===== src/rtl/debouncer_multi_pkg.sv =====
// Shared constants and width helpers for the multi-channel debouncer.
// Board-level wrappers can pull the default timing values from here.
package debouncer_multi_pkg;

  localparam int DEF_TICK_DIV   = 5;
  localparam int DEF_SAMPLES    = 8;
  localparam int DEF_LONG_TICKS = 1000;

  // Per-channel observable state, bundled so the top can fan it out per port.
  typedef struct packed {
    logic level;
    logic rise;
    logic fall;
    logic long_press;
  } chan_out_t;

  // Width of a counter that runs 0..n-1 (never narrower than one bit).
  function automatic int cnt_w(input int n);
    return (n <= 2) ? 1 : $clog2(n);
  endfunction

  // Width of a counter that must hold the value lt itself.
  function automatic int hold_w(input int lt);
    return (lt < 1) ? 1 : $clog2(lt + 1);
  endfunction

endpackage


===== src/rtl/debounce_channel.sv =====
// One debouncer slice: synchroniser, agree filter, stable level, edge pulses
// and long-press hold counter. All filtering advances only on i_tick.
module debounce_channel
  import debouncer_multi_pkg::*;
#(
  parameter int   SAMPLES     = DEF_SAMPLES,
  parameter int   SYNC_STAGES = 2,
  parameter logic RESET_LEVEL = 1'b0,
  parameter int   LONG_TICKS  = DEF_LONG_TICKS
) (
  input  logic      clk,
  input  logic      reset,
  input  logic      i_tick,
  input  logic      i_raw,
  output chan_out_t o_chan
);

  localparam int            AW         = cnt_w(SAMPLES);
  localparam logic [AW-1:0] AGREE_LAST = AW'(SAMPLES - 1);

  logic [SYNC_STAGES-1:0] r_sync;
  logic [AW-1:0]          r_agree;
  logic                   r_level;
  logic                   r_rise;
  logic                   r_fall;
  logic                   w_s;
  logic                   w_accept;
  logic                   w_long;

  always_ff @(posedge clk) begin
    if (reset) r_sync <= {SYNC_STAGES{RESET_LEVEL}};
    else       r_sync <= {r_sync[SYNC_STAGES-2:0], i_raw};
  end

  assign w_s      = r_sync[SYNC_STAGES-1];
  assign w_accept = i_tick && (w_s != r_level) && (r_agree == AGREE_LAST);

  // Edge pulses are registered alongside the level so both appear together.
  always_ff @(posedge clk) begin
    if (reset) begin
      r_agree <= '0;
      r_level <= RESET_LEVEL;
      r_rise  <= 1'b0;
      r_fall  <= 1'b0;
    end else begin
      r_rise <= w_accept && w_s;
      r_fall <= w_accept && !w_s;
      if (i_tick) begin
        if ((w_s == r_level) || w_accept) r_agree <= '0;
        else                              r_agree <= r_agree + 1'b1;
        if (w_accept) r_level <= w_s;
      end
    end
  end

  generate
    if (LONG_TICKS > 0) begin : g_hold
      localparam int            HW       = hold_w(LONG_TICKS);
      localparam logic [HW-1:0] HOLD_MAX = HW'(LONG_TICKS);

      logic [HW-1:0] r_hold;
      logic          r_long;

      // The tick that accepts a press or a release never counts as held time.
      always_ff @(posedge clk) begin
        if (reset) begin
          r_hold <= '0;
          r_long <= 1'b0;
        end else begin
          r_long <= 1'b0;
          if (!r_level) begin
            r_hold <= '0;
          end else if (i_tick && !w_accept && (r_hold != HOLD_MAX)) begin
            r_hold <= r_hold + 1'b1;
            r_long <= (r_hold == (HOLD_MAX - 1'b1));
          end
        end
      end

      assign w_long = r_long;
    end else begin : g_no_hold
      assign w_long = 1'b0;
    end
  endgenerate

  assign o_chan = '{level: r_level, rise: r_rise, fall: r_fall, long_press: w_long};

endmodule


===== src/rtl/debouncer_multi.sv =====
// Multi-channel button debouncer: one shared sample-tick counter feeding
// CHANNELS independent debounce_channel slices.
module debouncer_multi
  import debouncer_multi_pkg::*;
#(
  parameter int   CHANNELS    = 4,
  parameter int   TICK_DIV    = DEF_TICK_DIV,
  parameter int   SAMPLES     = DEF_SAMPLES,
  parameter int   SYNC_STAGES = 2,
  parameter logic RESET_LEVEL = 1'b0,
  parameter int   LONG_TICKS  = DEF_LONG_TICKS
) (
  input  logic                clk,
  input  logic                reset,
  input  logic                enable,
  input  logic [CHANNELS-1:0] button_in,
  output logic [CHANNELS-1:0] button_out,
  output logic [CHANNELS-1:0] rise,
  output logic [CHANNELS-1:0] fall,
  output logic [CHANNELS-1:0] long_press
);

  localparam int            TW        = cnt_w(TICK_DIV);
  localparam logic [TW-1:0] TICK_LAST = TW'(TICK_DIV - 1);

  logic [TW-1:0]            r_tick_cnt;
  logic                     w_tick;
  chan_out_t [CHANNELS-1:0] w_chan;

  // enable low freezes the phase, so resuming continues the same sample period.
  assign w_tick = enable && (r_tick_cnt == TICK_LAST);

  always_ff @(posedge clk) begin
    if (reset)       r_tick_cnt <= '0;
    else if (enable) r_tick_cnt <= (r_tick_cnt == TICK_LAST) ? '0 : r_tick_cnt + 1'b1;
  end

  generate
    for (genvar g = 0; g < CHANNELS; g++) begin : g_ch
      debounce_channel #(
        .SAMPLES    (SAMPLES),
        .SYNC_STAGES(SYNC_STAGES),
        .RESET_LEVEL(RESET_LEVEL),
        .LONG_TICKS (LONG_TICKS)
      ) u_ch (
        .clk   (clk),
        .reset (reset),
        .i_tick(w_tick),
        .i_raw (button_in[g]),
        .o_chan(w_chan[g])
      );

      assign button_out[g] = w_chan[g].level;
      assign rise[g]       = w_chan[g].rise;
      assign fall[g]       = w_chan[g].fall;
      assign long_press[g] = w_chan[g].long_press;
    end
  endgenerate

endmodule

===== config.mk =====
export PLATFORM = sky130hd
export DESIGN_NAME = debouncer_multi
export DESIGN_NICKNAME = d
export VERILOG_FILES = /design/src/rtl/debouncer_multi_pkg.sv /design/src/rtl/debounce_channel.sv /design/src/rtl/debouncer_multi.sv
export SDC_FILE = /design/constraint.sdc
export NUM_CORES = 1
export LEC_CHECK = 0
export ABC_AREA = 0
export CAP_MARGIN = 25
export CELL_PAD_IN_SITES_DETAIL_PLACEMENT = 0
export CELL_PAD_IN_SITES_GLOBAL_PLACEMENT = 1
export CORE_MARGIN = 2
export CORE_UTILIZATION = 42
export CTS_CLUSTER_SIZE = 16
export DETAILED_ROUTE_END_ITERATION = 12
export PLACE_DENSITY_LB_ADDON = 0.3
export SETUP_SLACK_MARGIN = 0.02
export SYNTH_ARGS = -nofsm -noshare
export SYNTH_HDL_FRONTEND = slang
export SYNTH_HIERARCHICAL = 1
export SYNTH_SLANG_ARGS = --single-unit

===== constraint.sdc =====
create_clock -name clk -period 1.9 [get_ports clk]
set_input_delay 0.475 -clock clk [delete_from_list [all_inputs] [get_ports clk]]
set_output_delay 0.475 -clock clk [all_outputs]
set_load 0.02 [all_outputs]

==> reports/metrics.yaml, run 1 <==
regToRegSetupSlack_ns: 0.13
slowest_stage: "clkdlybuf4s50_1"
netlist_top_cells_count: "dfxtp_1, nor2_1, nand2_1"
crit_arrival_ns: 2.04
antenna_found_initial: 0
status: "finished, final reports clean"
p_per_area_nw_per_um2: 600
fin_tns_setup_ns: 0
hold_end: "g_ch[2].u_ch/r_sync[1]"
hold_path_depth: 1
min_period_ns: 1.80
port_buffers: 22
multiInputGateArea_um2: 2200
cp-startpoint: "enable"
ir_worst_vdd_uv: 426
yosys.area.top_type_share: 0.401
place_hpwl_um: 5240
slew_headroom: 0.613
core_um2: 9200
r2r_end: "g_ch[0].u_ch/g_hold.r_hold[6]"
clock_sinks: 79
finalHoldViolCount: 0
setup_viol: 0
drt_pass1_iterations: 6
synth.avg_cell_area_um2: 9.44
gp_congestion: 0.770
syn-cell-area_um2: 3950
die_x_um: 101
cts_buffer_depth: 2
p_leak_nw: 1.62
cp-end-kind: "flip-flop"
dr_total_vias: 3055
grt_use_total: 0.155
post-route-util: 0.511
fin_crit_sh: 0.949
h-tree-depth: 3
synth.distinct_cells: 34
hold_class: "flip-flop to flip-flop"
drt_iter0_drc: 112
synth-main-ff-cell: "dfxtp_1"
nets: 485
crit_cells: 7
worst-path-max-fanout: 9
worst_path_largest_cell_delay_ns: 0.48
final-max-slew-violation-count: 0
worstSkewPairLatency_ns: 0.34
grt_max_degree: 19
nFillCells: 868
synth_edf_count: 0
cp_top_family: "buffers and inverters"
fin_cells: 574
total_power_mw: 2.82
switching_share: 0.207
async_flop_share: 0
critPathBufInv: 2
num_antenna_cells: 0
ys_seq_elements: 79
synth_area_leaders: "dfxtp_1, ha_1, xnor2_1"
tritoncts: "done"
placedCellCount: 558
overflow: 0
num_rows: 35
ioPinCount: 23
yosysWarnings: 6
rsz0062_at_grt: "false"
seqPwrFrac: 0.595
hp-start: "g_ch[2].u_ch/r_sync[0]"
synth_area_leader_cell: "dfxtp_1"
skew_ns: 0.00787
drc: 0
synthCells: 418
tightest_slew_ns: 0.581
grt_pass1_vias: 2876
required_ns: 2.13
comb_power_share: 0.029
switching_power_uw: 582
initial_core_util: 0.429
grt_pass1_wl_um: 12600
drv_cap: 0
layout-drive-gt1-share: 0.186
clkPwrFrac: 0.377
power.internal_mw: 2.24
seq_area_um2: 1580
vias_per_cell: 5.32
fmax_ghz: 0.554
cp-start-kind: "primary input"
die_h_um: 101
r2r_cells: 8
area_delta_synth_final_pct: 19.0
hold_buffers: 0
die_area_um2: 10200
cts_buffers: 9
critPathKind: "primary input to flip-flop"
synth.most_common_cell: "dfxtp_1"
avgRoutedWirePerCell_um: 13.0
ant_nets: 0
critical_path.cell_chain: "clkdlybuf4s50_1, and3_4, buf_12, nand2_1, a2111oi_4, xnor2_1, nor2_1"
ys_seq_area_frac: 0.401
root_buffer: "clkbuf_8"
cts.clk_slew.worst_paths_ns: 0.07
drt_wl_total_um: 7460
synth_nets: 443
timing.rr.start: "r_tick_cnt[0]"
worst max path at each step:
| stage | end |
|---|---|
| final | g_ch[0].u_ch/g_hold.r_hold[6] |
| after global routing | g_ch[1].u_ch/g_hold.r_hold[7] |
| after CTS | g_ch[0].u_ch/g_hold.r_hold[1] |
| after detailed placement | g_ch[0].u_ch/g_hold.r_hold[6] |
| after global placement | g_ch[0].u_ch/g_hold.r_hold[6] |
| after floorplan | g_ch[0].u_ch/g_hold.r_hold[6] |
cell usage in the layout (no fill, tap or decap), drive strengths merged, types with 12 or more instances in the layout:
cell type       n
clkdlybuf4s50  19
dfxtp          79
nand4          12
nor2           52
a21oi          19
xnor2          24
inv            18
a211oi         20
nor2b          16
buf            36
ha             18
nand2          33
nand3          22
clkbuf         14
metal layers:
layer / up-vias / share of wire / wire length, um / track usage
met5: - / 0 / 0 / 0
met4: 0 / 0.0068 / 51 / 0.0478
met3: 4 / 0.039 / 290 / 0.0492
met2: 54 / 0.49 / 3630 / 0.262
met1: 1439 / 0.47 / 3480 / 0.187
li1: 1558 / - / - / -
power by group through the flow:
stage / logic (mW) / registers [mW] / clock network, mW
finish: 0.0811 / 1.68 / 1.06
global route: 0.0904 / 1.68 / 1.20
CTS: 0.0790 / 1.68 / 1.12
detailed placement: 0.0786 / 1.71 / 0
global placement: 0.0779 / 1.71 / 0
floorplan: 0.0430 / 1.71 / 0
worst reg2reg max path, cell delays in order, from the launching register on:
cell,delay (ns)
dfxtp_1,0.33
inv_1,0.08
ha_2,0.19
and3_4,0.22
buf_12,0.14
nand2_1,0.15
a2111oi_4,0.36
xnor2_1,0.16
nor2_1,0.05
logic make-up after synthesis:
| logic type | count (synthesis) | synth area share |
|---|---|---|
| compound gates | 76 | 0.167 |
| xor+xnor | 28 | 0.0812 |
| fa+ha+maj | 18 | 0.0571 |
| buf+inv | 46 | 0.0603 |
| flops | 79 | 0.401 |
| mux | 4 | 0.0101 |
| simple gates | 167 | 0.223 |
state kept, by name, indices dropped and copies added (netlist names):
name,flops
g_ch.u_ch/r_sync,8
g_ch.u_ch/r_level,4
r_tick_cnt,3
g_ch.u_ch/r_fall,4
g_ch.u_ch/g_hold.r_long,4
g_ch.u_ch/r_agree,12
g_ch.u_ch/r_rise,4
g_ch.u_ch/g_hold.r_hold,40
final cells by class:
type / count / share of cell area
clock buffer: 13 / 0.0338
clock inverter: 1 / 0.00107
inverter: 18 / 0.0144
multi-input combinational: 293 / 0.469
sequential: 79 / 0.337
tap: 111 / 0.0296
timing repair buffer: 59 / 0.114
stage by stage:
stage / worst slack (ns) / area, um2 / hold slack [ns]
floorplan: 0.0748 / 3950 / 0.414
global placement: -0.237 / 4420 / 0.421
detailed placement: -0.281 / 4420 / 0.423
CTS: 0.0609 / 4580 / 0.441
global route: 0.0192 / 4700 / 0.462
finish: 0.0960 / 4700 / 0.437
what timing repair did:
action | 4_1_cts | 5_1_grt
gates resized for setup | 5 | 11
setup endpoints to repair | 3 | 17
pin swaps | 0 | 3
cloned | 0 | 1
buffers inserted | 0 | 1
Power figures use the tool's default switching activity.
==> inputs of run 2 (changes only) <==
--- a/config.mk
+++ b/config.mk
@@ -6,7 +6,7 @@
 export NUM_CORES = 1
 export LEC_CHECK = 0
 export ABC_AREA = 0
-export CAP_MARGIN = 25
+export CAP_MARGIN = 20
 export CELL_PAD_IN_SITES_DETAIL_PLACEMENT = 0
 export CELL_PAD_IN_SITES_GLOBAL_PLACEMENT = 1
 export CORE_MARGIN = 2
==> results of run 2 <==
The final DEF is identical to that of run 1; final timing and power are the same.
==> inputs of run 3 (changes only) <==
--- a/config.mk
+++ b/config.mk
@@ -9,12 +9,12 @@
 export CAP_MARGIN = 20
 export CELL_PAD_IN_SITES_DETAIL_PLACEMENT = 0
 export CELL_PAD_IN_SITES_GLOBAL_PLACEMENT = 1
-export CORE_MARGIN = 2
 export CORE_UTILIZATION = 42
 export CTS_CLUSTER_SIZE = 16
 export DETAILED_ROUTE_END_ITERATION = 12
 export PLACE_DENSITY_LB_ADDON = 0.3
 export SETUP_SLACK_MARGIN = 0.02
+export SKIP_LAST_GASP = 1
 export SYNTH_ARGS = -nofsm -noshare
 export SYNTH_HDL_FRONTEND = slang
 export SYNTH_HIERARCHICAL = 1
==> run 3 against run 2 <==
Non-clock buffer count fell by 7. Die area down 3.9%. Largest cell class unchanged. Worst setup slack better by 0.0063 ns.
==> reports/metrics.yaml, run 3 (synthesis results as in run 1) <==
status: "finished, final reports clean"  # unchanged
worst-path-max-fanout: 17  # was 9
cts_buffer_depth: 2  # unchanged
cts_buffers: 9  # unchanged
ioPinCount: 23  # unchanged
grt_pass1_wl_um: 13200  # was 12600 um
layout_commonest_cell: "dfxtp_1"  # unchanged
setup_viol: 0  # unchanged
area_delta_synth_final_pct: 16.8  # was 19.0%
overflow: 0  # unchanged
antenna_found_initial: 0  # unchanged
cp-end-kind: "flip-flop"  # unchanged
die_x_um: 98.9  # was 101 um
gp_congestion: 0.756  # was 0.770
largest_reg_flops: 40  # unchanged
seq_area_um2: 1590  # was 1580 um2
layout-drive-gt1-share: 0.188  # was 0.186
nets: 478  # was 485
largest_register: "g_ch.u_ch/g_hold.r_hold"  # unchanged
p_per_area_nw_per_um2: 653  # was 600 nW/um2
hold_buffers: 0  # unchanged
drt-met1-wl_um: 3850  # was 3480 um
tightest_slew_ns: 0.596  # was 0.581 ns
ant_nets: 0  # unchanged
wl_met2_um: 3400  # was 3630 um
required_ns: 2.14  # was 2.13 ns
min_period_ns: 1.80  # about the same
drt_iter0_drc: 96  # was 112
cp-start-kind: "flip-flop"  # was primary input
grt_max_degree: 19  # unchanged
p_leak_nw: 1.61  # was 1.62 nW
die_h_um: 98.9  # was 101 um
ir_worst_vdd_uv: 340  # was 426 uV
fmax_ghz: 0.556  # was 0.554 GHz
cts.clk_slew.worst_paths_ns: 0.08  # was 0.07 ns
avgRoutedWirePerCell_um: 13.3  # was 13.0 um
grt_use_total: 0.166  # was 0.155
worstSkewPairLatency_ns: 0.35  # was 0.34 ns
final-max-slew-violation-count: 0  # unchanged
skew_ns: 0.0111  # was 0.00787 ns
met3WireLength_um: 197  # was 290 um
dr_total_vias: 3005  # was 3055
fin_crit_sh: 0.946  # was 0.949
worst_slack_ns: 0.102  # was 0.0960 ns
drv_cap: 0  # unchanged
final_cell_mix: "dfxtp_1, nor2_1, nand2_1"  # was dfxtp_1, nor2_1, buf_4
reg.largest.list: "g_ch.u_ch/g_hold.r_hold (40), g_ch.u_ch/r_agree (12), g_ch.u_ch/r_sync (8)"  # unchanged
drc: 0  # unchanged
drt_pass1_iterations: 5  # was 6
grt_pass1_vias: 2896  # was 2876
critPathKind: "flip-flop to flip-flop"  # was primary input to flip-flop
top_layer: "met4"  # unchanged
rsz0062_at_grt: "true"  # was false
dp_slack_ns: -0.388  # was -0.281 ns
vias_per_cell: 5.31  # was 5.32
clock_sinks: 79  # unchanged
die_area_um2: 9780  # was 10200 um2
total_power_mw: 3.01  # was 2.82 mW
core_um2: 8890  # was 9200 um2
h-tree-depth: 3  # unchanged
num_antenna_cells: 0  # unchanged
crit_arrival_ns: 2.04  # about the same
place_hpwl_um: 5250  # was 5240 um
nFillCells: 826  # was 868
initial_core_util: 0.444  # was 0.429
hold_class: "flip-flop to flip-flop"  # unchanged
num_rows: 34  # was 35
tritoncts: "done"  # unchanged
port_buffers: 22  # unchanged
root_buffer: "clkbuf_8"  # unchanged
post-route-util: 0.518  # was 0.511
slew_headroom: 0.602  # was 0.613
finalHoldViolCount: 0  # unchanged
multiInputGateArea_um2: 2160  # was 2200 um2
drt_wl_total_um: 7540  # was 7460 um
==> run 3: cell types whose count changed in the layout (fill, tap and decap cells not counted), sizes merged <==
cell           before  now
buf                36   30
bufinv              0    1
clkinvlp            0    2
dlymetal6s2s        0    1
clkbuf             14   10
clkdlybuf4s50      19   17
dlygate4sd2         3    4
clkinv              1    3
==> run 3: metal layers <==
layer | up-vias | track usage
met5 | - | 0
met4 | 0 | 0.0723
met3 | 9 | 0.0333
met2 | 45 | 0.271
met1 | 1412 | 0.212
li1 | 1539 | -
==> run 3: path summary, 6_finish.rpt <==
check                         start                             to  slack, ns  cells after the start
min reg2reg  g_ch[0].u_ch/r_sync[0]         g_ch[0].u_ch/r_sync[1]       0.44                      1
min          g_ch[0].u_ch/r_sync[0]         g_ch[0].u_ch/r_sync[1]       0.44                      1
max reg2reg           r_tick_cnt[0]  g_ch[2].u_ch/g_hold.r_hold[8]       0.10                      8
max                   r_tick_cnt[0]  g_ch[2].u_ch/g_hold.r_hold[8]       0.10                      8
==> run 3: through the flow <==
step	std cells	hold WS (ns)	TNS (ns)	area [um2]
final	566	0.442	0	4610
after global routing	566	0.461	-0.00693	4610
after CTS	565	0.447	-0.0192	4560
after detailed placement	549	0.428	-16.35	4360
after global placement	549	0.419	-14.43	4360
after floorplan	418	0.414	0	3950
==> run 3: worst max-delay path, stage by stage (launching register included) <==
cell       delay (ns)
dfxtp_2          0.33
inv_1            0.07
ha_2             0.19
and3_2           0.20
buf_12           0.16
nand2_1          0.17
a2111oi_2        0.35
xnor2_1          0.17
nor2_1           0.06
==> run 3: cell type report <==
cell class | instances | area share
multi-input cells | 293 | 0.470
clock buffers | 10 | 0.0299
repair buffers | 52 | 0.0989
inverters | 18 | 0.0147
well taps | 108 | 0.0293
flip-flops and latches | 79 | 0.345
clock inverters | 6 | 0.0130
==> run 3: timing repair <==
action	4_1_cts	5_1_grt
setup endpoints to repair	12	22
gates resized for setup	8	9
setup buffers	0	1
pin swaps	0	2
==> run 3: power breakdown <==
| part | switching, mW | internal [mW] |
|---|---|---|
| clock | 0.622 | 0.636 |
| sequential | 0.0105 | 1.67 |
| combinational | 0.0398 | 0.0356 |
